--- config.mk ---
export PLATFORM = sky130hd
export DESIGN_NAME = mfp_ahb_lite_master_flat
export DESIGN_NICKNAME = d
export VERILOG_FILES = /design/src/rtl/mfp_ahb_lite_master_if.sv /design/src/rtl/mfp_ahb_lite_master.sv /design/src/flat_wrapper.sv
export SDC_FILE = /design/constraint.sdc
export NUM_CORES = 1
export LEC_CHECK = 0
export CAP_MARGIN = 20
export CORE_AREA = 4 4 145 147
export DETAILED_ROUTE_END_ITERATION = 10
export DIE_AREA = 0 0 149 151
export HOLD_SLACK_MARGIN = 0.02
export SLEW_MARGIN = 20
export SYNTH_ARGS = -nofsm -noshare
export SYNTH_HDL_FRONTEND = slang
export SYNTH_SLANG_ARGS = --single-unit
--- constraint.sdc ---
create_clock -name HCLK -period 2.79 [get_ports HCLK]
set_clock_uncertainty 0.1 [all_clocks]
set_input_delay 0.558 -clock HCLK [delete_from_list [all_inputs] [get_ports HCLK]]
set_output_delay 0.558 -clock HCLK [all_outputs]
set_load 0.02 [all_outputs]
--- src/rtl/mfp_ahb_lite_master_if.sv ---
// Command/response stream and AHB-Lite bus signals of the single-transfer AHB-Lite initiator.
// The master modport is the initiator's view; the slave modport is the command source plus bus slave side.
interface mfp_ahb_lite_master_if;
  logic        cmd_valid;
  logic        cmd_ready;
  logic        cmd_write;
  logic [31:0] cmd_addr;
  logic [2:0]  cmd_size;
  logic [31:0] cmd_wdata;

  logic        rsp_valid;
  logic [31:0] rsp_rdata;
  logic        rsp_err;

  logic [31:0] HADDR;
  logic        HWRITE;
  logic [2:0]  HSIZE;
  logic [1:0]  HTRANS;
  logic [2:0]  HBURST;
  logic [3:0]  HPROT;
  logic        HMASTLOCK;
  logic [31:0] HWDATA;
  logic [31:0] HRDATA;
  logic        HREADY;
  logic        HRESP;

  modport master (
    input  cmd_valid, cmd_write, cmd_addr, cmd_size, cmd_wdata,
    output cmd_ready,
    output rsp_valid, rsp_rdata, rsp_err,
    output HADDR, HWRITE, HSIZE, HTRANS, HBURST, HPROT, HMASTLOCK, HWDATA,
    input  HRDATA, HREADY, HRESP
  );

  modport slave (
    output cmd_valid, cmd_write, cmd_addr, cmd_size, cmd_wdata,
    input  cmd_ready,
    input  rsp_valid, rsp_rdata, rsp_err,
    input  HADDR, HWRITE, HSIZE, HTRANS, HBURST, HPROT, HMASTLOCK, HWDATA,
    output HRDATA, HREADY, HRESP
  );
endinterface

--- src/rtl/mfp_ahb_lite_master.sv ---
// Single-transfer AHB-Lite initiator: valid/ready commands in, NONSEQ/SINGLE transfers out, one response each.
// Define MFP_AHB_MASTER_PIPELINE_EN to overlap the next address phase with the current data phase.
module mfp_ahb_lite_master #(
  parameter logic [3:0] HPROT_VALUE = 4'b0011
) (
  input  logic                 HCLK,
  input  logic                 HRESET,
  mfp_ahb_lite_master_if.master bus
);

  localparam logic [1:0] HTRANS_IDLE   = 2'b00;
  localparam logic [1:0] HTRANS_NONSEQ = 2'b10;

  logic        vld_p0;
  logic [31:0] addr_p0;
  logic        write_p0;
  logic [2:0]  size_p0;
  logic [31:0] wdata_p0;

  logic        vld_p1;
  logic        write_p1;
  logic [31:0] wdata_p1;

  logic        vld_p2;
  logic        err_p2;
  logic [31:0] rdata_p2;

  logic err_hold;
  logic nonseq;
  logic advance;
  logic dp_done;
  logic cmd_fire;

  // An ERROR in the data phase holds the pending address phase off the bus for both error cycles.
  assign err_hold = vld_p1 && bus.HRESP;
  assign nonseq   = vld_p0 && !err_hold;
  assign advance  = nonseq && bus.HREADY;
  assign dp_done  = vld_p1 && bus.HREADY;

`ifdef MFP_AHB_MASTER_PIPELINE_EN
  assign bus.cmd_ready = !HRESET && (!vld_p0 || advance);
`else
  assign bus.cmd_ready = !HRESET && !vld_p0 && !vld_p1;
`endif

  assign cmd_fire = bus.cmd_valid && bus.cmd_ready;

  always_ff @(posedge HCLK) begin
    if (HRESET) begin
      vld_p0   <= 1'b0;
      vld_p1   <= 1'b0;
      vld_p2   <= 1'b0;
      err_p2   <= 1'b0;
      rdata_p2 <= '0;
    end else begin
      if (cmd_fire) begin
        vld_p0 <= 1'b1;
      end else if (advance) begin
        vld_p0 <= 1'b0;
      end

      if (advance) begin
        vld_p1 <= 1'b1;
      end else if (dp_done) begin
        vld_p1 <= 1'b0;
      end

      vld_p2 <= dp_done;
      if (dp_done) begin
        err_p2 <= bus.HRESP;
        if (!write_p1) begin
          rdata_p2 <= bus.HRDATA;
        end
      end
    end
  end

  // p0: address-phase slot, loaded on command acceptance
  always_ff @(posedge HCLK) begin
    if (cmd_fire) begin
      addr_p0  <= bus.cmd_addr;
      write_p0 <= bus.cmd_write;
      size_p0  <= bus.cmd_size;
      wdata_p0 <= bus.cmd_wdata;
    end
  end

  // p1: data-phase slot, loaded when the address phase is accepted by the slave
  always_ff @(posedge HCLK) begin
    if (advance) begin
      write_p1 <= write_p0;
      wdata_p1 <= wdata_p0;
    end
  end

  // p2: response, one cycle after the data phase completes
  assign bus.rsp_valid = vld_p2;
  assign bus.rsp_err   = err_p2;
  assign bus.rsp_rdata = rdata_p2;

  assign bus.HTRANS    = nonseq ? HTRANS_NONSEQ : HTRANS_IDLE;
  assign bus.HADDR     = vld_p0 ? addr_p0  : '0;
  assign bus.HWRITE    = vld_p0 ? write_p0 : 1'b0;
  assign bus.HSIZE     = vld_p0 ? size_p0  : '0;
  assign bus.HWDATA    = vld_p1 ? wdata_p1 : '0;
  assign bus.HBURST    = 3'b000;
  assign bus.HPROT     = HPROT_VALUE;
  assign bus.HMASTLOCK = 1'b0;

endmodule

--- src/flat_wrapper.sv ---
// flat-port wrapper written by rule: the top's interface ports become plain ports
module mfp_ahb_lite_master_flat 
#(
  parameter logic [3:0] HPROT_VALUE = 4'b0011
)
  (HCLK, HRESET, bus_cmd_valid, bus_cmd_write, bus_cmd_addr, bus_cmd_size, bus_cmd_wdata, bus_cmd_ready, bus_rsp_valid, bus_rsp_rdata, bus_rsp_err, bus_HADDR, bus_HWRITE, bus_HSIZE, bus_HTRANS, bus_HBURST, bus_HPROT, bus_HMASTLOCK, bus_HWDATA, bus_HRDATA, bus_HREADY, bus_HRESP);
  mfp_ahb_lite_master_if bus_i ();
  input  logic HCLK;
  input  logic HRESET;
  input wire logic [$bits(bus_i.cmd_valid)-1:0] bus_cmd_valid;
  input wire logic [$bits(bus_i.cmd_write)-1:0] bus_cmd_write;
  input wire logic [$bits(bus_i.cmd_addr)-1:0] bus_cmd_addr;
  input wire logic [$bits(bus_i.cmd_size)-1:0] bus_cmd_size;
  input wire logic [$bits(bus_i.cmd_wdata)-1:0] bus_cmd_wdata;
  output wire logic [$bits(bus_i.cmd_ready)-1:0] bus_cmd_ready;
  output wire logic [$bits(bus_i.rsp_valid)-1:0] bus_rsp_valid;
  output wire logic [$bits(bus_i.rsp_rdata)-1:0] bus_rsp_rdata;
  output wire logic [$bits(bus_i.rsp_err)-1:0] bus_rsp_err;
  output wire logic [$bits(bus_i.HADDR)-1:0] bus_HADDR;
  output wire logic [$bits(bus_i.HWRITE)-1:0] bus_HWRITE;
  output wire logic [$bits(bus_i.HSIZE)-1:0] bus_HSIZE;
  output wire logic [$bits(bus_i.HTRANS)-1:0] bus_HTRANS;
  output wire logic [$bits(bus_i.HBURST)-1:0] bus_HBURST;
  output wire logic [$bits(bus_i.HPROT)-1:0] bus_HPROT;
  output wire logic [$bits(bus_i.HMASTLOCK)-1:0] bus_HMASTLOCK;
  output wire logic [$bits(bus_i.HWDATA)-1:0] bus_HWDATA;
  input wire logic [$bits(bus_i.HRDATA)-1:0] bus_HRDATA;
  input wire logic [$bits(bus_i.HREADY)-1:0] bus_HREADY;
  input wire logic [$bits(bus_i.HRESP)-1:0] bus_HRESP;
  assign bus_i.cmd_valid = bus_cmd_valid;
  assign bus_i.cmd_write = bus_cmd_write;
  assign bus_i.cmd_addr = bus_cmd_addr;
  assign bus_i.cmd_size = bus_cmd_size;
  assign bus_i.cmd_wdata = bus_cmd_wdata;
  assign bus_cmd_ready = bus_i.cmd_ready;
  assign bus_rsp_valid = bus_i.rsp_valid;
  assign bus_rsp_rdata = bus_i.rsp_rdata;
  assign bus_rsp_err = bus_i.rsp_err;
  assign bus_HADDR = bus_i.HADDR;
  assign bus_HWRITE = bus_i.HWRITE;
  assign bus_HSIZE = bus_i.HSIZE;
  assign bus_HTRANS = bus_i.HTRANS;
  assign bus_HBURST = bus_i.HBURST;
  assign bus_HPROT = bus_i.HPROT;
  assign bus_HMASTLOCK = bus_i.HMASTLOCK;
  assign bus_HWDATA = bus_i.HWDATA;
  assign bus_i.HRDATA = bus_HRDATA;
  assign bus_i.HREADY = bus_HREADY;
  assign bus_i.HRESP = bus_HRESP;
  mfp_ahb_lite_master #(.HPROT_VALUE(HPROT_VALUE)) u_core (.HCLK(HCLK), .HRESET(HRESET), .bus(bus_i));
endmodule
==> results of run 1 <==
-- flip-flops by register name, summed over array words and instances (netlist names) --
signal / count
u_core.addr_p0: 32
u_core.bus.rsp_err: 1
u_core.bus.rsp_rdata: 32
u_core.bus.rsp_valid: 1
u_core.size_p0: 3
u_core.vld_p0: 1
u_core.vld_p1: 1
u_core.wdata_p0: 32
u_core.wdata_p1: 32
u_core.write_p0: 1
u_core.write_p1: 1
-- cell usage in the layout, fill, tap and decap left out --
cell type / netlist / final
clkdlybuf4s50_1: 0 / 208
edfxtp_1: 101 / 101
and2_1: 70 / 69
nand2_1: 67 / 67
dfxtp_1: 36 / 36
a21oi_1: 35 / 35
clkbuf_16: 0 / 17
conb_1: 2 / 9
buf_4: 11 / 9
inv_6: 0 / 5
inv_8: 0 / 3
nor3_1: 2 / 2
nand3_1: 2 / 2
inv_1: 2 / 2
bufinv_16: 0 / 2
clkinv_4: 0 / 2
diode_2: 0 / 1
and2_2: 0 / 1
and3b_1: 1 / 1
nand3b_1: 1 / 1
nor2_1: 1 / 1
nand2b_1: 1 / 1
clkinv_2: 0 / 1
clkinv_8: 0 / 1
clkinvlp_4: 0 / 1
buf_12: 0 / 1
-- routing by layer --
metal / vias to the layer above / track usage
met1: 1498 / 0.118
li1: 1602 / -
met5: - / 0
met2: 149 / 0.182
met4: 0 / 0.0352
met3: 11 / 0.0569
-- critical path, delay by kind of cell --
family	cells	cell delay (ns)
simple gates	1	0.25
buf+inv	2	1.15
-- cell type report --
class	instances	area, sq um	area share
antenna	1	2.50	0.000320
clock buffer	17	425	0.0544
clock inverter	15	184	0.0235
inverter	2	7.51	0.000959
multi-input combinational	189	946	0.121
sequential	137	3750	0.480
tap	270	338	0.0432
timing repair buffer	218	2170	0.277
-- power groups by stage --
stage          Clock (mW)  Combinational [mW]  Sequential (mW)
2_1_floorplan           0               0.171             2.33
3_3_place_gp            0               0.450             2.33
3_5_place_dp            0               0.454             2.33
4_1_cts              2.37               0.459             2.29
5_1_grt              2.47               0.484             2.29
6_report             2.29               0.447             2.29
-- through the flow --
| stage | cell area, sq um | setup slack [ns] |
|---|---|---|
| 2_1_floorplan | 4890 | 0.0185 |
| 3_3_place_gp | 7210 | 0.126 |
| 3_5_place_dp | 7210 | 0.120 |
| 4_1_cts | 7820 | 0.0981 |
| 5_1_grt | 7830 | 0.0665 |
| 6_report | 7830 | 0.173 |
-- cells in the mapped netlist, types with 2 or more instances --
master	instances	area, sq um
edfxtp_1	101	3030
and2_1	70	438
nand2_1	67	251
dfxtp_1	36	721
a21oi_1	35	175
buf_4	11	82.6
clkbuf_1	10	37.5
buf_2	5	25.0
buf_6	3	33.8
conb_1	2	7.51
inv_1	2	7.51
nand3_1	2	10.0
nor3_1	2	10.0
-- path summary, 6_finish.rpt --
kind | depth (start not counted) | startpoint | slack (ns) | end
worst max-delay path | 3 | HRESET | 0.17 | bus_cmd_ready
worst min-delay path | 0 | u_core.wdata_p0[28] | 0.32 | u_core.wdata_p1[28]
worst max register to register | 3 | u_core.vld_p1 | 0.98 | u_core.addr_p0[16]
worst min register to register | 0 | u_core.wdata_p0[28] | 0.32 | u_core.wdata_p1[28]
-- logic make-up after synthesis --
kind of cell	Yosys count	share of synthesized area
flops	137	0.773
other cells	2	0.00155
buf+inv	31	0.0384
simple gates	145	0.151
compound gates	35	0.0361
==> run_results.csv, run 1 <==
group,metric,value,unit
pwr,switchingPower,1.15,mW
sta,period_minus_slack,2.62,ns
floorplanning,start_util,0.244,
clocking,clk_latency,0.41,ns
sta,finalMaxSlewViolations,0,
run_status,status,"finished clean",
yosys,async_reset_ff_frac,0,
floorplanning,fp-row-count,52,
pwr,switching_share,0.229,
setup_path,required,2.13,ns
yosys,yosysWarnings,0,
worst_hold_path,hold_path_class,"reg -> reg",
placed_design,dp_hpwl,8.75,mm
setup_path,cpMaxStageDelayCell,"clkdlybuf4s50_1",
floorplanning,die_w,149,microns
global_routing,grt_pass1_vias,3525,
setup_path,critPathCaptureType,"output port",
pwr,combPwrFrac,0.089,
routing,ant_nets,0,
sta,finalSetupTns,0,ns
pwr,clkPwrFrac,0.456,
yosys,syn_area_per_cell,13.9,sq um
floorplanning,die_area,0.0225,sq mm
pwr,peakVddDrop,394,uV
global_routing,gr-usage-all-layers,0.108,
floorplanning,core_area,0.0199,sq mm
clocking,numCtsBuffers,17,
sta,rsz0062_at_grt,"false",
global_routing,grt_antenna_before_repair,1,
sta,clock.fmax,382,MHz
routing,wl_met3,1.31,mm
setup_path,cp_slowest_stage_delay,0.70,ns
yosys,ys.flop_type,"edfxtp_1",
cells_and_area,nFillCells,1879,
setup_path,cp-start-kind,"primary input",
flow_run,maxCapViolations,0,
setup_path,critPathMostFrequentCell,"clkdlybuf4s50_1",
setup_path,worstPathCellList,"clkdlybuf4s50_1 > nor3_1 > clkdlybuf4s50_1",
setup_path,cp_data_arrival_time,1.96,ns
sta,finalCritPeriodShare,0.938,
setup_path,crit_fanout,2,
clocking,path_clk_slew,0.06,ns
routing,vias,3260,
yosys,synth_area,0.00486,sq mm
yosys,seq_area_frac_synth,0.773,
yosys,synth-edff-count,101,
clocking,clk_path_buf_depth,2,
routing,wl_met2,5.83,mm
clocking,clock-sinks,137,
cells_and_area,instances_no_fill,849,
global_routing,grt_start_max_net_pins,48,
pwr,intPower,3.87,mW
yosys,synth_cell_types,17,
cells_and_area,fin_nets,670,
pwr,p_leak,2.67,nW
clocking,hold_buffers,0,
routing,wl_met1,4.76,mm
sta,holdWs,0.320,ns
sta,hold_viol,0,
placed_design,numPortBuffers,208,
setup_path,path_class,"in -> out",
routing,routedWlPerCell,14.2,microns
floorplanning,die_h,151,microns
global_routing,overflow,0,
cells_and_area,area_growth_syn_to_layout,61.1,%
clocking,postCtsResizedCells,0,
clocking,cts_tree,"yes",
floorplanning,io_pins,218,
global_routing,grt_pass1_wl,18.5,mm
routing,first_iter_violations,112,
pwr,powerDensity,642,mW/mm^2
cells_and_area,layout-drive-gt1-share,0.0744,
routing,first_pass_iters,4,
yosys,synthCells,350,
placed_design,dp.cells,816,
clocking,cts_setup_buffers,0,
routing,drc,0,
placed_design,gp_congestion,0.740,
clocking,ctsHtreeMaxLevel,4,
routing,routed_via_density,3.84,
pwr,p_total,5.02,mW
sta,setup_violations,0,
pwr,p_seq_frac,0.455,
routing,routed_wl,12.1,mm
cells_and_area,final_util,0.393,
yosys,ys_seq_elements,137,
clocking,clock-root-buffer,"clkbuf_16",
routing,top_layer,"met4",
No activity file was read; power rests on OpenSTA's default activity.
==> run 2, diff against run 1 <==
==> constraint.sdc (replaced) <==
create_clock -name HCLK -period 2.7 [get_ports HCLK]
set_clock_uncertainty 0.1 [all_clocks]
set_input_delay 0.54 -clock HCLK [delete_from_list [all_inputs] [get_ports HCLK]]
set_output_delay 0.54 -clock HCLK [all_outputs]
set_load 0.02 [all_outputs]
==> run 2 against run 1 <==
Via count grew 0.64%. Largest power group is now clock. Sequential cell count stayed put. Utilization grew 0.13 points. Critical endpoint is now bus_HWDATA[28]. Largest cell class unchanged. First-iteration DRC count down 19%.
==> run_results.csv, run 2 (synthesized netlist as in run 1, its figures left out) <==
group,metric,value,unit
cells_and_area,layout_common_cells,"clkdlybuf4s50_1, edfxtp_1, and2_1",
clocking,ctsHtreeMaxLevel,4,
setup_path,required,2.06,ns
sta,finalCritPeriodShare,0.938,
placed_design,gp_congestion,0.714,
setup_path,crit_fanout,11,
cells_and_area,num_antenna_cells,0,
routing,vias,3281,
setup_path,cpMaxStageDelayCell,"clkdlybuf4s50_1",
clocking,clock-root-buffer,"clkbuf_16",
routing,drc,0,
cells_and_area,layout-drive-gt1-share,0.0747,
clocking,path_clk_slew,0.07,ns
floorplanning,io_pins,218,
clocking,cts_tree,"yes",
global_routing,grt_start_max_net_pins,68,
clocking,clk_path_buf_depth,2,
placed_design,numPortBuffers,208,
flow_run,maxCapViolations,0,
pwr,p_leak,2.69,nW
sta,hold_viol,0,
routing,first_pass_iters,4,
setup_path,path_class,"reg -> out",
floorplanning,core_area,0.0199,sq mm
worst_hold_path,hold_path_class,"reg -> reg",
floorplanning,die_w,149,microns
routing,routed_wl,12.2,mm
run_status,status,"finished clean",
sta,rsz0062_at_grt,"false",
sta,period_minus_slack,2.53,ns
global_routing,grt_pass1_wl,18.2,mm
sta,setup_violations,0,
clocking,clock-sinks,137,
floorplanning,die_h,151,microns
floorplanning,start_util,0.244,
global_routing,gr-usage-all-layers,0.106,
cells_and_area,area_growth_syn_to_layout,61.6,%
cells_and_area,final_util,0.394,
placed_design,dp_hpwl,8.87,mm
global_routing,overflow,0,
routing,routed_via_density,3.88,
clocking,clk_latency,0.41,ns
global_routing,grt_pass1_vias,3408,
sta,clock.fmax,395,MHz
routing,ant_nets,0,
pwr,p_total,5.24,mW
cells_and_area,final_common_cell,"clkdlybuf4s50_1",
pwr,peakVddDrop,413,uV
sta,finalSetupTns,0,ns
floorplanning,die_area,0.0225,sq mm
setup_path,cp_data_arrival_time,1.89,ns
sta,finalMaxSlewViolations,0,
setup_path,worstPathCellList,"buf_4 > and2_1 > clkdlybuf4s50_1",
setup_path,cp_num_buf_inv,2,
setup_path,cp-start-kind,"flip-flop",
setup_path,critPathLaunch,"u_core.vld_p1",
setup_path,critPathCaptureType,"output port",
global_routing,grt_antenna_before_repair,0,
cells_and_area,fin_nets,668,
setup_path,cp_top_family,"buffers and inverters",
floorplanning,fp-row-count,52,
worst_hold_path,min_from,"u_core.wdata_p0[17]",
clocking,numCtsBuffers,17,
setup_path,cp_slowest_stage_delay,0.61,ns
routing,routedWlPerCell,14.4,microns
setup_path,r2r_start,"u_core.vld_p1",
routing,first_iter_violations,91,
pwr,powerDensity,668,mW/mm^2
==> run 2: what timing repair did <==
item	4_1_cts	5_1_grt
gates resized for setup	0	3
endpoints found under the setup margin	0	23
setup buffers	0	0
hold buffers	0	0
==> run 2: worst register-to-register path: stages (launching register included) <==
cell	delay, ns
dfxtp_1	0.39
buf_4	0.21
nor3_1	0.25
and2_4	0.22
buf_12	0.31
==> run 2: cell type report <==
type                       instances  area [sq um]
clock buffer                      17           425
clock inverter                    15           198
fill                            1911         12100
inverter                           2          7.51
multi-input combinational        189           947
sequential                       137          3750
tap                              270           338
timing repair buffer             216          2180
==> run 2: per-stage QoR <==
| step | instance area [sq um] | cells | hold slack, ns | setup WS (ns) |
|---|---|---|---|---|
| floorplan | 4890 | 357 | 0.300 | 0.284 |
| global placement | 7220 | 814 | 0.301 | 0.198 |
| detailed placement | 7220 | 814 | 0.305 | 0.206 |
| CTS | 7840 | 846 | 0.320 | 0.0270 |
| global route | 7850 | 846 | 0.321 | 0.0396 |
| finish | 7850 | 846 | 0.320 | 0.167 |
==> run 2: where the power goes <==
| part | internal, mW | switching, mW |
|---|---|---|
| Clock | 1.42 | 0.995 |
| Sequential | 2.34 | 0.0247 |
| Combinational | 0.257 | 0.205 |
| Total | 4.02 | 1.23 |
==> run 2: worst paths after layout <==
check	to	slack (ns)	cells past startpoint
setup / recovery	bus_HWDATA[28]	0.17	3
hold / removal	u_core.wdata_p1[17]	0.32	0
setup reg to reg	u_core.wdata_p0[15]	0.83	4
hold reg to reg	u_core.wdata_p1[17]	0.32	0
==> run 2: routing by layer <==
layer  up-vias  wire (microns)  global-route usage  share of wire
li1       1599               -                   -              -
met1      1532            4720               0.115           0.39
met2       141            6110               0.184           0.50
met3         9            1200              0.0500          0.098
met4         0             133              0.0343          0.011
met5         -               0                   0              0
==> run 3, diff against run 2 <==
--- a/config.mk
+++ b/config.mk
@@ -5,12 +5,12 @@
 export SDC_FILE = /design/constraint.sdc
 export NUM_CORES = 1
 export LEC_CHECK = 0
+export ABC_AREA = 1
 export CAP_MARGIN = 20
-export CORE_AREA = 4 4 145 147
+export CORE_AREA = 4 4 149 151
 export DETAILED_ROUTE_END_ITERATION = 10
-export DIE_AREA = 0 0 149 151
+export DIE_AREA = 0 0 153 155
 export HOLD_SLACK_MARGIN = 0.02
-export SLEW_MARGIN = 20
 export SYNTH_ARGS = -nofsm -noshare
 export SYNTH_HDL_FRONTEND = slang
 export SYNTH_SLANG_ARGS = --single-unit
==> run 3 against run 2 <==
Sequential cell count did not move. Routed wire length rose by 2.1%. Die area rose by 5.4%. Sequential share of layout area fell by 1.6 points. Power rose by 3.5%. Register-to-register slack got worse by 0.08 ns. Global-route usage fell by 0.16 points. Non-clock buffer count fell by 2.
==> run_results.csv, run 3 <==
group,metric,value,unit
run_status,status,"finished clean",
clocking,path_clk_slew,0.06,ns
yosys,yosys.area.top_type,"edfxtp_1",
sta,hold_viol,0,
sta,period_minus_slack,2.53,ns
cells_and_area,final_common_cell,"clkdlybuf4s50_1",
yosys,synth-edff-count,101,
yosys,ys_seq_elements,137,
setup_path,cp-start-kind,"primary input",
global_routing,grt_pass1_vias,3490,
yosys,async_reset_ff_frac,0,
global_routing,gr-usage-all-layers,0.105,
global_routing,grt_start_max_net_pins,65,
yosys,yosysMostFrequentCell,"nand2_1",
flow_run,maxCapViolations,0,
pwr,powerDensity,668,mW/mm^2
sta,rsz0062_at_grt,"false",
clocking,clock-sinks,137,
cells_and_area,area_growth_syn_to_layout,57.5,%
routing,first_iter_violations,148,
clocking,clock-root-buffer,"clkbuf_16",
clocking,clk_path_buf_depth,2,
yosys,ys.flop_type,"edfxtp_1",
sta,setup_violations,0,
pwr,p_leak,3.59,nW
floorplanning,io_pins,218,
sta,finalSetupTns,0,ns
placed_design,dp_hpwl,8.90,mm
worst_hold_path,hold_path_class,"reg -> reg",
sta,finalCritPeriodShare,0.938,
clocking,numCtsBuffers,17,
clocking,hold_buffers,0,
cells_and_area,layout_common_cells,"clkdlybuf4s50_1, nand2_1, inv_1",
cells_and_area,num_antenna_cells,0,
yosys,seq_area_frac_synth,0.728,
routing,drc,0,
yosys,synth_top_area_frac,0.588,
sta,clock.fmax,395,MHz
global_routing,grt_pass1_wl,18.8,mm
yosys,syn_area_per_cell,10.7,sq um
yosys,synthTopCellsByArea,"edfxtp_1, dfxtp_1, nand2_1, inv_1, nor2_1",
floorplanning,start_util,0.248,
setup_path,critPathCaptureType,"output port",
global_routing,overflow,0,
pwr,peakVddDrop,403,uV
routing,routedWlPerCell,12.6,microns
floorplanning,die_w,153,microns
yosys,synthCells,484,
routing,routed_via_density,3.68,
clocking,postCtsResizedCells,0,
routing,first_pass_iters,5,
sta,tightest_slew,0.683,ns
sta,max_slew_margin,0.545,
routing,ant_nets,0,
floorplanning,core_area,0.0208,sq mm
floorplanning,die_h,155,microns
cells_and_area,fin_area,0.00813,sq mm
placed_design,gp_congestion,0.724,
yosys,yosysWarnings,0,
placed_design,place_area,0.00751,sq mm
global_routing,grt_antenna_before_repair,0,
setup_path,path_class,"in -> out",
routing,vias,3619,
yosys,synth.top_cells.by_count,"nand2_1, inv_1, edfxtp_1",
floorplanning,die_area,0.0237,sq mm
setup_path,crit_fanout,3,
floorplanning,fp-row-count,53,
clocking,cts_tree,"yes",
cells_and_area,layout-drive-gt1-share,0.0522,
setup_path,cp_data_arrival_time,1.89,ns
clocking,ctsHtreeMaxLevel,4,
clocking,cts_setup_buffers,0,
yosys,synth_area,0.00516,sq mm
routing,routed_wl,12.4,mm
yosys,synth_cell_types,15,
cells_and_area,fin_nets,802,
sta,finalMaxSlewViolations,0,
clocking,clk_latency,0.41,ns
placed_design,numPortBuffers,208,
setup_path,required,2.06,ns
run 3: cell count changes in the layout (fill, tap and decap cells not counted), sizes merged, moves of 3 or more:
cell    delta
a21oi     -33
nor2      +64
inv       +94
nand2     +71
nand3      +3
clkbuf     +3
and2      -70
clkinv     +3
run 3: area by class of cell:
| cell class | instances | area (sq um) |
|---|---|---|
| timing repair buffer | 214 | 2160 |
| sequential | 137 | 3750 |
| inverter | 107 | 405 |
| tap | 275 | 344 |
| multi-input combinational | 220 | 850 |
| clock inverter | 11 | 174 |
| clock buffer | 20 | 437 |
| fill | 2054 | 12700 |
run 3: power breakdown:
| group | switching, mW | total (mW) | internal, mW |
|---|---|---|---|
| logic | 0.308 | 0.614 | 0.307 |
| registers | 0.0266 | 2.40 | 2.37 |
| clock network | 0.869 | 2.41 | 1.54 |
| total | 1.20 | 5.43 | 4.22 |
run 3: final timing paths:
| kind | start | end | slack, ns | cells past startpoint |
|---|---|---|---|---|
| worst max-delay path | HRESET | bus_cmd_ready | 0.17 | 5 |
| worst min register to register | u_core.wdata_p0[23] | u_core.wdata_p1[23] | 0.32 | 0 |
| worst min-delay path | u_core.wdata_p0[23] | u_core.wdata_p1[23] | 0.32 | 0 |
| worst max register to register | u_core.vld_p0 | u_core.wdata_p0[12] | 0.75 | 7 |
run 3: metrics by stage:
stage | hold WS (ns) | worst slack, ns | power, mW | utilization | instances
CTS | 0.315 | 0.159 | 5.52 | 0.390 | 984
detailed placement | 0.305 | 0.178 | 3.07 | 0.361 | 953
finish | 0.315 | 0.168 | 5.43 | 0.390 | 984
floorplan | 0.300 | 0.196 | 2.71 | - | 491
global placement | 0.300 | 0.152 | 3.06 | 0.361 | 953
global route | 0.324 | 0.0885 | 5.67 | 0.390 | 984
run 3: per-layer routing:
metal	GRT usage	wire length [microns]
met2	0.183	6340
met3	0.0426	879
met1	0.113	4980
met5	0	0
met4	0.0429	226
run 3: worst max-delay path: stages:
cell,delay (ns)
clkdlybuf4s50_1,0.45
clkinv_1,0.08
nand3_1,0.10
inv_1,0.10
clkdlybuf4s50_1,0.63
run 3: kinds of logic (layout without fill, tap and decap cells):
group / Yosys count / count (layout) / synth area share
flops: 137 / 137 / 0.728
buf+inv: 134 / 352 / 0.113
compound gates: 2 / 2 / 0.00194
simple gates: 209 / 209 / 0.156
other cells: 2 / 9 / 0.00146
